## src/rtl/ddma_sched_pkg.sv

```systemverilog
// ddma_sched_pkg: FSM state and descriptor types shared by the DDMA send scheduler
package ddma_sched_pkg;

    localparam int DESC_MEM_W = 32;

    typedef enum logic [1:0] {
        ST_IDLE,
        ST_ISSUE,
        ST_WAIT_ACK,
        ST_RELEASE
    } sched_state_t;

    typedef struct packed {
        logic [7:0]            dest;
        logic [DESC_MEM_W-1:0] addr;
        logic [DESC_MEM_W-1:0] size;
    } desc_t;

endpackage

```

## src/rtl/ddma_send_sched_desc_fifo.sv

```systemverilog
// desc_fifo: descriptor ring with push, pop and a flush that can spare the in-flight head
module desc_fifo
    import ddma_sched_pkg::*;
#(
    parameter  int DEPTH = 4,
    localparam int AW    = $clog2(DEPTH),
    localparam int CW    = $clog2(DEPTH + 1)
) (
    input  logic          clock,
    input  logic          reset,
    input  logic          i_push,
    input  desc_t         i_desc,
    input  logic          i_pop,
    input  logic          i_flush,
    input  logic          i_keep_head,
    output desc_t         o_head,
    output logic [CW-1:0] o_count,
    output logic          o_full,
    output logic          o_empty
);
    desc_t         r_mem [DEPTH];
    logic [AW-1:0] r_rptr, r_wptr;
    logic [CW-1:0] r_count;
    logic          w_push, w_pop, w_keep;
    logic [AW-1:0] w_rptr_n;

    assign o_full   = r_count == CW'(DEPTH);
    assign o_empty  = r_count == '0;
    assign o_count  = r_count;
    assign o_head   = r_mem[r_rptr];
    // a full queue refuses pushes even when a pop frees a slot this cycle
    assign w_push   = i_push && !o_full && !i_flush;
    assign w_pop    = i_pop && !o_empty;
    assign w_keep   = i_keep_head && !w_pop && !o_empty;
    assign w_rptr_n = r_rptr + AW'(w_pop);

    always_ff @(posedge clock)
        if (w_push) r_mem[r_wptr] <= i_desc;

    always_ff @(posedge clock or posedge reset) begin
        if (reset) begin
            r_rptr  <= '0;
            r_wptr  <= '0;
            r_count <= '0;
        end else begin
            r_rptr  <= w_rptr_n;
            r_wptr  <= i_flush ? w_rptr_n + AW'(w_keep) : r_wptr + AW'(w_push);
            r_count <= i_flush ? CW'(w_keep) : r_count + CW'(w_push) - CW'(w_pop);
        end
    end

endmodule

```

## src/rtl/ddma_send_sched.sv

```systemverilog
// ddma_send_sched: queues MMIO descriptors and hands them one at a time to the DDMA engine
// Optional ack timeout with error flag: define DDMA_SCHED_TIMEOUT_EN.
module ddma_send_sched
    import ddma_sched_pkg::*;
#(
    parameter int MEMORY_WIDTH   = 32,
    parameter int DEPTH          = 4,
    parameter int TIMEOUT_CYCLES = 1024
) (
    input  logic                       clock,
    input  logic                       reset,
    input  logic                       enq_valid_in,
    input  logic [7:0]                 enq_dest_in,
    input  logic [MEMORY_WIDTH-1:0]    enq_addr_in,
    input  logic [MEMORY_WIDTH-1:0]    enq_size_in,
    output logic                       enq_ready_out,
    input  logic                       flush_in,
    input  logic                       send_ack_in,
    output logic [7:0]                 send_dest_out,
    output logic [MEMORY_WIDTH-1:0]    send_addr_out,
    output logic [MEMORY_WIDTH-1:0]    send_size_out,
    output logic                       send_cmd_out,
    output logic [$clog2(DEPTH+1)-1:0] count_out,
    output logic                       busy_out,
    output logic                       done_irq_out,
    output logic                       error_out
);
    sched_state_t            r_state, w_state_n;
    desc_t                   w_head, w_enq_desc;
    logic                    w_empty, w_full, w_go, w_load, w_skip, w_retire, w_pop, w_timeout;
    logic [7:0]              r_dest;
    logic [MEMORY_WIDTH-1:0] r_addr, r_size;
    logic                    r_done;

    assign w_enq_desc = {enq_dest_in, DESC_MEM_W'(enq_addr_in), DESC_MEM_W'(enq_size_in)};

    desc_fifo #(.DEPTH(DEPTH)) u_fifo (
        .clock       (clock),
        .reset       (reset),
        .i_push      (enq_valid_in),
        .i_desc      (w_enq_desc),
        .i_pop       (w_pop),
        .i_flush     (flush_in),
        .i_keep_head (r_state != ST_IDLE),
        .o_head      (w_head),
        .o_count     (count_out),
        .o_full      (w_full),
        .o_empty     (w_empty)
    );

    // a flush seen in IDLE empties the queue, so nothing is started that cycle
    assign w_go     = r_state == ST_IDLE && !w_empty && !flush_in;
    assign w_skip   = w_go && w_head.size == '0;
    assign w_load   = w_go && w_head.size != '0;
    assign w_retire = w_skip || (r_state == ST_RELEASE && !send_ack_in);
    assign w_pop    = w_retire || w_timeout;

    always_ff @(posedge clock or posedge reset) begin
        if (reset) begin
            r_state <= ST_IDLE;
            r_dest  <= '0;
            r_addr  <= '0;
            r_size  <= '0;
            r_done  <= 1'b0;
        end else begin
            r_state <= w_state_n;
            r_done  <= w_retire;
            if (w_load) begin
                r_dest <= w_head.dest;
                r_addr <= MEMORY_WIDTH'(w_head.addr);
                r_size <= MEMORY_WIDTH'(w_head.size);
            end
        end
    end

    always_comb begin
        w_state_n = r_state;
        case (r_state)
            ST_IDLE:     w_state_n = w_load ? ST_ISSUE : ST_IDLE;
            ST_ISSUE:    w_state_n = ST_WAIT_ACK;
            ST_WAIT_ACK: w_state_n = send_ack_in ? ST_RELEASE : w_timeout ? ST_IDLE : ST_WAIT_ACK;
            default:     w_state_n = send_ack_in ? ST_RELEASE : ST_IDLE;
        endcase
    end

    always_comb begin
        send_cmd_out = r_state == ST_ISSUE || r_state == ST_WAIT_ACK;
        busy_out     = r_state != ST_IDLE;
    end

    assign send_dest_out = r_dest;
    assign send_addr_out = r_addr;
    assign send_size_out = r_size;
    assign done_irq_out  = r_done;
    assign enq_ready_out = !w_full;

`ifdef DDMA_SCHED_TIMEOUT_EN
    localparam int TW = $clog2(TIMEOUT_CYCLES + 1);
    logic [TW-1:0] r_tmo;
    logic          r_err;

    // r_tmo counts completed WAIT_ACK cycles; the last allowed one gives up
    assign w_timeout = r_state == ST_WAIT_ACK && !send_ack_in && r_tmo == TW'(TIMEOUT_CYCLES - 1);
    assign error_out = r_err;

    always_ff @(posedge clock or posedge reset) begin
        if (reset) begin
            r_tmo <= '0;
            r_err <= 1'b0;
        end else begin
            r_tmo <= r_state == ST_WAIT_ACK ? r_tmo + TW'(1) : '0;
            r_err <= r_err | w_timeout;
        end
    end
`else
    assign w_timeout = 1'b0;
    assign error_out = 1'b0;
`endif

endmodule

```

## config.mk

```make
export PLATFORM = sky130hd
export DESIGN_NAME = ddma_send_sched
export DESIGN_NICKNAME = d
export VERILOG_FILES = /design/src/rtl/ddma_sched_pkg.sv /design/src/rtl/ddma_send_sched_desc_fifo.sv /design/src/rtl/ddma_send_sched.sv
export SDC_FILE = /design/constraint.sdc
export NUM_CORES = 1
export LEC_CHECK = 0
export ABC_AREA = 1
export ABC_CLOCK_PERIOD_IN_PS = 9400
export CAP_MARGIN = 20
export CORE_AREA = 2 2 205 207
export DETAILED_ROUTE_END_ITERATION = 8
export DIE_AREA = 0 0 207 209
export PLACE_DENSITY = 0.61
export SYNTH_ARGS = -nofsm -noshare
export SYNTH_HDL_FRONTEND = slang
export SYNTH_SLANG_ARGS = --single-unit
export TNS_END_PERCENT = 30
```

## constraint.sdc

```tcl
create_clock -name clock -period 9.4 [get_ports clock]
set_input_delay 1.41 -clock clock [delete_from_list [all_inputs] [get_ports clock]]
set_output_delay 1.41 -clock clock [all_outputs]
set_load 0.03 [all_outputs]
```

==> impl_metrics.env, run 1 <==
export IMPL_status="complete, no violations"
export IMPL_cts_made_buffers=40
export IMPL_syn_avg_cell_area_um2=12.48
export IMPL_switching_share_pct=35.98
export IMPL_crit_path_top_delay_cell="dfrtp_4"
export IMPL_setup_worst_path_end_class="register"
export IMPL_grt_pass1_wl_um=53160
export IMPL_regToRegStartpoint="u_fifo.r_rptr[0]"
export IMPL_netlist_instances=1137
export IMPL_dp_cells=1777
export IMPL_antenna_found_initial=1
export IMPL_synth_distinct_cells=26
export IMPL_grt_start_max_net_pins=106
export IMPL_grt_setup_unrepaired="no"
export IMPL_vias=9053
export IMPL_period_needed_ps=5006
export IMPL_cpPeakStageDelay_ps=1040
export IMPL_cts_tree="done"
export IMPL_synth_compound_area_share_pct=5.854
export IMPL_final_cell_mix="nand2_1, edfxtp_1, clkdlybuf4s50_1"
export IMPL_wl_um=34930
export IMPL_dr_pass1_iters=5
export IMPL_antenna_left=0
export IMPL_cts_hold_buf=0
export IMPL_worstMarginPinSlew_ps=1064
export IMPL_via_per_inst=4.886
export IMPL_htree_levels=2
export IMPL_fin_crit_sh_pct=53.26
export IMPL_maxSlewViolCount=0
export IMPL_ioPinCount=157
export IMPL_clockBufferDepth=3
export IMPL_final_layout_size_suffix_gt1_share_pct=6.550
export IMPL_final_hold_viol_count=0
export IMPL_crit_required_ps=9800
export IMPL_numClockSinks=370
export IMPL_post_cts_buffers=0
export IMPL_fp_dieH_um=209
export IMPL_cp_arrival_ps=5400
export IMPL_synth_xor_area_share_pct=0.3086
export IMPL_synth_top_family_by_area="simple AND/OR/NAND/NOR gates"
export IMPL_grt_usage_pct=15.90
export IMPL_max_cap_violations=0
export IMPL_critPathKind="register to register"
export IMPL_path_clk_slew_ps=60
export IMPL_ys_seq_elements=370
export IMPL_crit_top_cell="nand2_1"
export IMPL_worst_path_buf_inv=3
export IMPL_setup_violations_final=0
export IMPL_critPathTopFamily="simple AND/OR/NAND/NOR gates"
export IMPL_switchingPower_uw=2033
export IMPL_combinationalPowerShare_pct=31.4
export IMPL_die_w_um=207
export IMPL_clockRootBuffer="clkbuf_16"
export IMPL_synth_adder_area_share_pct=0.8463
export IMPL_dp_hpwl_um=19970
export IMPL_fin_tns_setup_ps=0
export IMPL_max_freq_ghz=0.1998
export IMPL_muxShareOfSynthArea_pct=0
export IMPL_syn2layout_area_growth_pct=23.58
export IMPL_layout_commonest_cell="nand2_1"
export IMPL_rows=75
export IMPL_gp_congestion=0.7085
export IMPL_syn_cell_area_mm2=0.01419
export IMPL_core_area_mm2=0.04129
export IMPL_drcViolationCount=0
export IMPL_maxSlewHeadroom_pct=28.84
export IMPL_cp_max_fo=85
export IMPL_initial_core_util_pct=34.37
export IMPL_grt_ovfl_total=0
export IMPL_clkPwrFrac_pct=27.6
export IMPL_ir_drop_v=0.0001971
export IMPL_drtIter0Drc=717
export IMPL_synth_simple_area_share_pct=14.60
export IMPL_hold_class="register to register"
export IMPL_p_per_area_mw_per_mm2=322.1
export IMPL_clk_latency_ps=540
export IMPL_yosys_warnings=0
export IMPL_sequentialPowerShare_pct=41.0
export IMPL_final_nets=1367
export IMPL_yosysSeqAreaShare_pct=75.39
export IMPL_port_buffers=155
export IMPL_leakage_uw=0.006519
export IMPL_worst_slack_ps=4394
export IMPL_die_area_mm2=0.04326
export IMPL_crit_start="u_fifo.r_rptr[0]"
export IMPL_p_int_uw=3617
export IMPL_crit_chain="inv_4, buf_4, nand2_1, nand3_1, nand2_1, nand2_1, nor2_1, nand2_1, nor2_1, nand2_2, nand2_4, buf_12, o21ai_0"
export IMPL_post_cts_resized=0
export IMPL_pre_cts_slack_ps=4115
export IMPL_hold_start="send_addr_out[0]"
export IMPL_cp_start_kind="register"
export IMPL_fin_cells=1853
export IMPL_synth_nets=1223
export IMPL_power_total_uw=5650
export IMPL_grt_pass1_vias=8950
export IMPL_fin_skew_ps=16.60
export IMPL_wl_per_cell_um=18.85
==> area by class of cell <==
class,instances,area [um^2]
Timing Repair Buffer,169,1669
Inverter,16,65.06
Tap cell,539,674.4
Antenna cell,1,2.502
Multi-Input combinational cell,684,3103
Sequential cell,370,10710
Fill cell,3800,23750
Clock buffer,54,1125
Clock inverter,20,192.7
==> sequential cells by signal, summed over array words and instances, names as in the netlist <==
name,count
u_fifo.r_mem,288
send_addr_out,32
send_size_out,32
send_dest_out,8
u_fifo.o_count,3
r_state,2
u_fifo.r_rptr,2
u_fifo.r_wptr,2
done_irq_out,1
==> power groups by stage <==
| stage | logic, uW | clock network, uW | registers, uW |
|---|---|---|---|
| finish | 1780 | 1560 | 2310 |
| global placement | 1760 | 0 | 2350 |
| global route | 1960 | 1660 | 2350 |
| floorplan | 960 | 0 | 2510 |
| detailed placement | 1790 | 0 | 2350 |
| CTS | 1800 | 1600 | 2320 |
==> metrics by stage <==
| step | cell area [um^2] | util, % | hold WS (ps) |
|---|---|---|---|
| after floorplan | 14190 | - | 506.6 |
| after global placement | 16200 | 39.23 | 463.0 |
| after detailed placement | 16200 | 39.23 | 462.7 |
| after CTS | 17520 | 42.42 | 477.5 |
| after global routing | 17540 | 42.47 | 494.6 |
| final | 17540 | 42.48 | 470.4 |
==> Yosys cell counts <==
| cell | number | share of area [%] |
|---|---|---|
| o21ai_1 | 6 | 0.21 |
| clkbuf_2 | 1 | 0.035 |
| buf_4 | 7 | 0.37 |
| clkbuf_1 | 32 | 0.85 |
| nand3_1 | 106 | 3.7 |
| dfrtp_1 | 82 | 14 |
| inv_1 | 14 | 0.37 |
| buf_2 | 16 | 0.56 |
| nand2_1 | 301 | 8.0 |
| nor3_1 | 7 | 0.25 |
| nand4_1 | 1 | 0.044 |
| xnor2_1 | 2 | 0.12 |
| a21oi_1 | 3 | 0.11 |
| xor2_1 | 3 | 0.19 |
| nor2_1 | 97 | 2.6 |
| clkinv_1 | 1 | 0.026 |
| buf_1 | 3 | 0.079 |
| fa_1 | 1 | 0.14 |
| edfxtp_1 | 288 | 61 |
| o22ai_1 | 40 | 1.8 |
| buf_6 | 8 | 0.63 |
| conb_1 | 1 | 0.026 |
| ha_1 | 8 | 0.71 |
| nand2_2 | 1 | 0.044 |
| o21ai_0 | 107 | 3.8 |
| inv_4 | 1 | 0.044 |
==> final timing paths <==
| kind | endpoint | slack (ps) | cells after the start |
|---|---|---|---|
| min in group asynchronous | send_addr_out[21] | 1200 | 2 |
| worst min register to register | send_addr_out[0] | 470 | 2 |
| max in group asynchronous | u_fifo.r_rptr[1] | 6900 | 3 |
| worst max-delay path | send_size_out[19] | 4390 | 13 |
| worst min-delay path | send_addr_out[0] | 470 | 2 |
| worst max register to register | send_size_out[19] | 4390 | 13 |
==> worst reg2reg max path, cell delays in order, from the launching register on <==
cell and delay, ps:
dfrtp_4 1040, inv_4 500, buf_4 520, nand2_1 180, nand3_1 70, nand2_1 140
nand2_1 110, nor2_1 200, nand2_1 80, nor2_1 140, nand2_2 640, nand2_4 780
buf_12 330, o21ai_0 130
==> kinds of logic after synthesis <==
group           count (synthesis)
fa+ha+maj                       9
xor+xnor                        5
compound gates                156
simple gates                  513
flops                         370
buf+inv                        83
other cells                     1
==> routing by layer <==
| layer | global-route usage (%) | wire (um) |
|---|---|---|
| met1 | 22.22 | 15750 |
| met2 | 25.45 | 16420 |
| met3 | 3.066 | 2121 |
| met4 | 4.360 | 641 |
| met5 | 0 | 0 |
Note: power is estimated with default switching activity, not from simulation.
==> run 2, diff against run 1 <==
- ABC_CLOCK_PERIOD_IN_PS: 9400 -> 4150
- PLACE_DENSITY: 0.61 -> 0.63
- clock period: 9.4 -> 4.15 ns (I/O delays scaled with it)
==> run 2 against run 1 <==
  * Clock skew up 5.6 ps
  * Final cell count up 0.38%
  * Non-clock buffer count up 8
  * Total power up 130%
  * Utilization up 0.42 points
  * Clock power up 130%
  * First-iteration DRC count down 10%
  * Via count down 1.0%
  * Sequential share of layout area down 0.60 points
  * Setup slack worse by 4000 ps
  * Critical path type unchanged
  * Largest cell class unchanged
==> impl_metrics.env, run 2 (same netlist as run 1, synthesis figures left out) <==
export IMPL_whs_ps=467.5
export IMPL_syn2layout_area_growth_pct=24.80
export IMPL_cp_arrival_ps=4130
export IMPL_gp_congestion=0.7536
export IMPL_ioPinCount=157
export IMPL_largest_reg_flops=288
export IMPL_final_hold_viol_count=0
export IMPL_max_cap_violations=0
export IMPL_core_area_mm2=0.04129
export IMPL_layout_commonest_cell="nand2_1"
export IMPL_initial_core_util_pct=34.37
export IMPL_cp_max_fo=71
export IMPL_wl_per_cell_um=18.32
export IMPL_grt_start_max_net_pins=72
export IMPL_cts_tree="done"
export IMPL_maxSlewHeadroom_pct=36.64
export IMPL_regMostFlops="u_fifo.r_mem"
export IMPL_fin_crit_sh_pct=89.61
export IMPL_dr_pass1_iters=5
export IMPL_wl_um=34080
export IMPL_fp_dieH_um=209
export IMPL_maxSlewViolCount=0
export IMPL_crit_chain="inv_4, nand2_1, nand3_1, nand2_1, nand2_1, nor2_1, nand2_1, nor2_1, nand3_1, a21oi_1, ha_1, inv_1, ha_1, inv_1, fa_1, xor2_1, nor2_1"
export IMPL_cp_start_kind="register"
export IMPL_max_freq_ghz=0.2689
export IMPL_final_fill_count=3833
export IMPL_post_cts_resized=0
export IMPL_cpPeakStageDelay_ps=770
export IMPL_htree_levels=2
export IMPL_critPathKind="register to register"
export IMPL_clockRootBuffer="clkbuf_16"
export IMPL_final_layout_size_suffix_gt1_share_pct=7.267
export IMPL_grt_ovfl_total=0
export IMPL_die_area_mm2=0.04326
export IMPL_crit_path_top_delay_cell="dfrtp_4"
export IMPL_final_cell_mix="nand2_1, edfxtp_1, clkdlybuf4s50_1"
export IMPL_grt_setup_unrepaired="no"
export IMPL_final_util_pct=42.90
export IMPL_port_buffers=155
export IMPL_grt_pass1_wl_um=52410
export IMPL_antenna_left=0
export IMPL_rows=75
export IMPL_clockBufferDepth=3
export IMPL_period_needed_ps=3719
export IMPL_setup_violations_final=0
export IMPL_final_area_mm2=0.01771
export IMPL_final_nets=1375
export IMPL_crit_top_cell="nand2_1"
export IMPL_dp_hpwl_um=19980
export IMPL_status="complete, no violations"
export IMPL_hold_class="register to register"
export IMPL_die_w_um=207
export IMPL_crit_required_ps=4560
export IMPL_worstMarginPinSlew_ps=950.3
export IMPL_worst_path_buf_inv=3
export IMPL_fin_skew_ps=22.19
export IMPL_clk_latency_ps=550
export IMPL_setup_worst_path_end_class="register"
export IMPL_drtIter0Drc=644
export IMPL_path_clk_slew_ps=60
export IMPL_drcViolationCount=0
export IMPL_leakage_uw=0.006602
export IMPL_cts_hold_buf=0
export IMPL_power_total_uw=12920
export IMPL_diodes=0
export IMPL_antenna_found_initial=3
export IMPL_p_per_area_mw_per_mm2=729.7
export IMPL_grt_pass1_vias=8931
export IMPL_ir_drop_v=0.0003509
export IMPL_vias=8962
export IMPL_critPathTopFamily="simple AND/OR/NAND/NOR gates"
export IMPL_fin_tns_setup_ps=0
export IMPL_grt_usage_pct=15.65
export IMPL_postPlaceCellArea_mm2=0.01638
export IMPL_post_cts_buffers=0
export IMPL_cts_made_buffers=40
export IMPL_via_per_inst=4.818
export IMPL_numClockSinks=370
-- run 2: cell count changes in the layout (fill, tap and decap cells not counted), moves of 3 or more --
cell | before | now
nor3_2 | 5 | 1
clkbuf_8 | 5 | 1
buf_12 | 1 | 7
clkinv_2 | 4 | 10
nor3_4 | 0 | 4
clkinv_8 | 0 | 3
-- run 2: worst register-to-register path: cells and delay by family (launching register included) --
| family | cells | cell delay, ps |
|---|---|---|
| DFF | 1 | 770 |
| adders and majority gates | 3 | 810 |
| xor gates and xnor gates | 1 | 160 |
| AOI/OAI and AO/OA | 1 | 240 |
| and+or+nand+nor | 9 | 1050 |
| buffers and inverters | 3 | 580 |
-- run 2: worst paths after layout --
check                      depth (start not counted)  slack (ps)                 to        startpoint
setup / recovery                                  17         430  u_fifo.o_count[2]  u_fifo.r_rptr[0]
hold / removal                                     2         470   send_addr_out[4]  send_addr_out[4]
setup reg to reg                                  17         430  u_fifo.o_count[2]  u_fifo.r_rptr[0]
hold reg to reg                                    2         470   send_addr_out[4]  send_addr_out[4]
max in group asynchronous                          3        2680   send_dest_out[0]             reset
min in group asynchronous                          2         660  send_size_out[11]             reset
-- run 2: through the flow --
stage               cells  setup WS (ps)
CTS                  1860          423.4
floorplan            1137         -335.0
global route         1860          30.80
detailed placement   1786          461.6
finish               1860          431.3
global placement     1786          574.4
-- run 2: final cells by class --
type	count	area, um^2	area share, %
Inverter	16	65.06	0.3673
Multi-Input combinational cell	684	3128	17.66
Timing Repair Buffer	177	1804	10.19
Sequential cell	370	10710	60.46
Tap cell	539	674.4	3.808
Clock inverter	25	287.8	1.625
Clock buffer	49	1045	5.899
-- run 2: where the power goes --
part	total [uW]	internal (uW)	leakage, uW	switching [uW]
logic	4210	1490	0.00231	2720
clock network	3570	2120	0.000651	1450
registers	5150	4680	0.00364	469
total	12900	8290	0.00660	4630
-- run 2: metal layers --
metal	wire [um]	track usage, %	up-vias
met5	32	0	-
met4	653	4.433	6
met3	2123	3.697	50
met2	15910	25.36	239
met1	15360	21.11	4366
li1	-	-	4301
==> run 3, diff against run 2 <==
- CORE_AREA: 2 2 205 207 -> 2 2 207 209
- DIE_AREA: 0 0 207 209 -> 0 0 209 211
- SYNTH_HIERARCHICAL: unset -> 1
==> run 3 against run 2 <==
  * Register-to-register slack lost 40 ps
  * Sequential cell count is the same
  * Final cell count grew 3.7%
  * Combinational power grew 4%
  * Largest cell class unchanged
==> impl_metrics.env, run 3 <==
export IMPL_final_fill_count=3802
export IMPL_maxSlewViolCount=0
export IMPL_yosys_warnings=6
export IMPL_worst_path_buf_inv=5
export IMPL_synth_adder_area_share_pct=0.8269
export IMPL_clockRootBuffer="clkbuf_16"
export IMPL_grt_setup_unrepaired="no"
export IMPL_cpPeakStageDelay_ps=420
export IMPL_ioPinCount=157
export IMPL_grt_start_max_net_pins=75
export IMPL_fin_skew_ps=10.53
export IMPL_numClockSinks=370
export IMPL_core_area_mm2=0.04176
export IMPL_synth_main_ff_cell="edfxtp_1"
export IMPL_crit_chain="buf_4, inv_4, o21ai_0, o21ai_1, nor2_1, nand4_1, nor2_1, nand3_1, o21ai_0, inv_1, nor2_1, ha_1, inv_1, ha_1, inv_1, fa_1, nand3_1, nand2_1, nor2_1"
export IMPL_synthTopCellsByCount="edfxtp_1, nor2_1, nand2_1, o21ai_0, dfrtp_1"
export IMPL_max_freq_ghz=0.2657
export IMPL_async_reset_ff_share_pct=22.16
export IMPL_regMostFlops="u_fifo/r_mem"
export IMPL_ir_drop_v=0.0003609
export IMPL_drtIter0Drc=587
export IMPL_clockBufferDepth=3
export IMPL_final_area_mm2=0.01779
export IMPL_syn_avg_cell_area_um2=12.05
export IMPL_vias=9281
export IMPL_htree_levels=2
export IMPL_synth_compound_area_share_pct=7.692
export IMPL_muxShareOfSynthArea_pct=0
export IMPL_crit_path_top_delay_cell="dfrtp_4"
export IMPL_synth_top_family_by_area="simple AND/OR/NAND/NOR gates"
export IMPL_synth_edf_count=288
export IMPL_wl_per_cell_um=17.55
export IMPL_worstMarginPinSlew_ps=949.8
export IMPL_rows=75
export IMPL_cp_arrival_ps=4220
export IMPL_power_total_uw=12550
export IMPL_final_cell_mix="edfxtp_1, nor2_1, nand2_1"
export IMPL_post_cts_resized=0
export IMPL_dp_hpwl_um=20410
export IMPL_critPathTopFamily="simple AND/OR/NAND/NOR gates"
export IMPL_crit_top_cell="nor2_1"
export IMPL_via_per_inst=4.814
export IMPL_fin_tns_setup_ps=0
export IMPL_hold_class="input port to async pin"
export IMPL_p_per_area_mw_per_mm2=705.6
export IMPL_period_needed_ps=3763
export IMPL_final_util_pct=42.60
export IMPL_syn2layout_area_growth_pct=22.47
export IMPL_clk_latency_ps=530
export IMPL_gp_congestion=0.7554
export IMPL_path_clk_slew_ps=60
export IMPL_synth_distinct_cells=26
export IMPL_grt_ovfl_total=0
export IMPL_cp_max_fo=66
export IMPL_synth_xor_area_share_pct=0.06030
export IMPL_die_w_um=209
export IMPL_layout_commonest_cell="edfxtp_1"
export IMPL_port_buffers=155
export IMPL_grt_pass1_vias=9312
export IMPL_netlist_instances=1205
export IMPL_wl_um=33830
export IMPL_final_hold_viol_count=0
export IMPL_die_area_mm2=0.04410
export IMPL_largest_reg_flops=288
export IMPL_initial_core_util_pct=34.78
export IMPL_antenna_left=0
export IMPL_fin_crit_sh_pct=90.68
export IMPL_drcViolationCount=0
export IMPL_yosysSeqAreaShare_pct=73.67
export IMPL_netlist_area_leader_share_pct=59.54
export IMPL_fp_dieH_um=211
export IMPL_antenna_found_initial=5
export IMPL_setup_violations_final=0
export IMPL_setup_worst_path_end_class="register"
export IMPL_status="complete, no violations"
export IMPL_dr_pass1_iters=7
export IMPL_final_layout_size_suffix_gt1_share_pct=7.061
export IMPL_final_nets=1444
export IMPL_cp_start_kind="register"
export IMPL_max_cap_violations=0
export IMPL_leakage_uw=0.006568
export IMPL_synth_nets=1291
export IMPL_ys_seq_elements=370
export IMPL_cts_tree="done"
export IMPL_postPlaceCellArea_mm2=0.01662
export IMPL_yosysMostFrequentCell="edfxtp_1"
export IMPL_crit_required_ps=4610
export IMPL_critPathKind="register to register"
export IMPL_cts_made_buffers=38
export IMPL_netlist_top_cell_by_area="edfxtp_1"
export IMPL_maxSlewHeadroom_pct=36.68
export IMPL_post_cts_buffers=0
export IMPL_synth_simple_area_share_pct=14.19
export IMPL_grt_usage_pct=15.39
export IMPL_grt_pass1_wl_um=52520
export IMPL_cts_hold_buf=0
export IMPL_syn_cell_area_mm2=0.01453
export IMPL_synth_area_leaders="edfxtp_1, dfrtp_1, nor2_1"
run 3: cell types whose count changed in the layout (fill, tap and decap cells not counted), moves of 10 or more:
cell and change:
o21ai_1 +61, nor2_1 +144, clkbuf_1 +10, o22ai_1 -40
nand2_1 -129, o21ai_0 +44, nand3_1 -28
run 3: final timing paths:
check,from,slack (ps),depth (start not counted),end
setup / recovery,u_fifo/r_rptr[0],390,19,u_fifo/o_count[2]
hold / removal,reset,440,2,u_fifo/o_count[1]
setup reg to reg,u_fifo/r_rptr[0],390,19,u_fifo/o_count[2]
hold reg to reg,send_dest_out[0],470,2,send_dest_out[0]
max in group asynchronous,reset,2760,3,send_addr_out[15]
min in group clock,send_dest_out[0],470,2,send_dest_out[0]
run 3: per-layer routing:
metal	wire length, um	GRT usage [%]	vias to the layer above	share of wire, %
li1	-	-	4484	-
met1	14150	18.99	4547	42
met2	17180	27.07	184	51
met3	1683	3.360	58	5.0
met4	766	4.680	8	2.3
met5	57	0	-	0.17
run 3: cell families after synthesis:
kind of cell,count (synthesis)
simple gates,511
buf+inv,92
other cells,1
compound gates,221
flops,370
fa+ha+maj,9
xor+xnor,1
run 3: power breakdown:
group	internal, uW	switching (uW)
Sequential	4690	306
Combinational	1500	2860
Clock	1850	1340
Total	8040	4510
run 3: layout make-up:
type	count	area (um^2)	share of cell area [%]
Clock buffer	61	1121	6.302
Multi-Input combinational cell	743	3354	18.86
Antenna cell	1	2.502	0.01407
Timing Repair Buffer	182	1792	10.07
Clock inverter	9	47.55	0.2673
Sequential cell	370	10700	60.17
Inverter	23	93.84	0.5275
Tap cell	539	674.4	3.791
run 3: through the flow:
step | cells | hold WS [ps] | worst slack, ps
floorplan | 1205 | 425.9 | -290.0
global placement | 1857 | 457.2 | 526.3
detailed placement | 1857 | 460.9 | 405.9
CTS | 1927 | 436.4 | 384.7
global route | 1927 | 483.4 | 8.561
finish | 1928 | 438.6 | 386.6
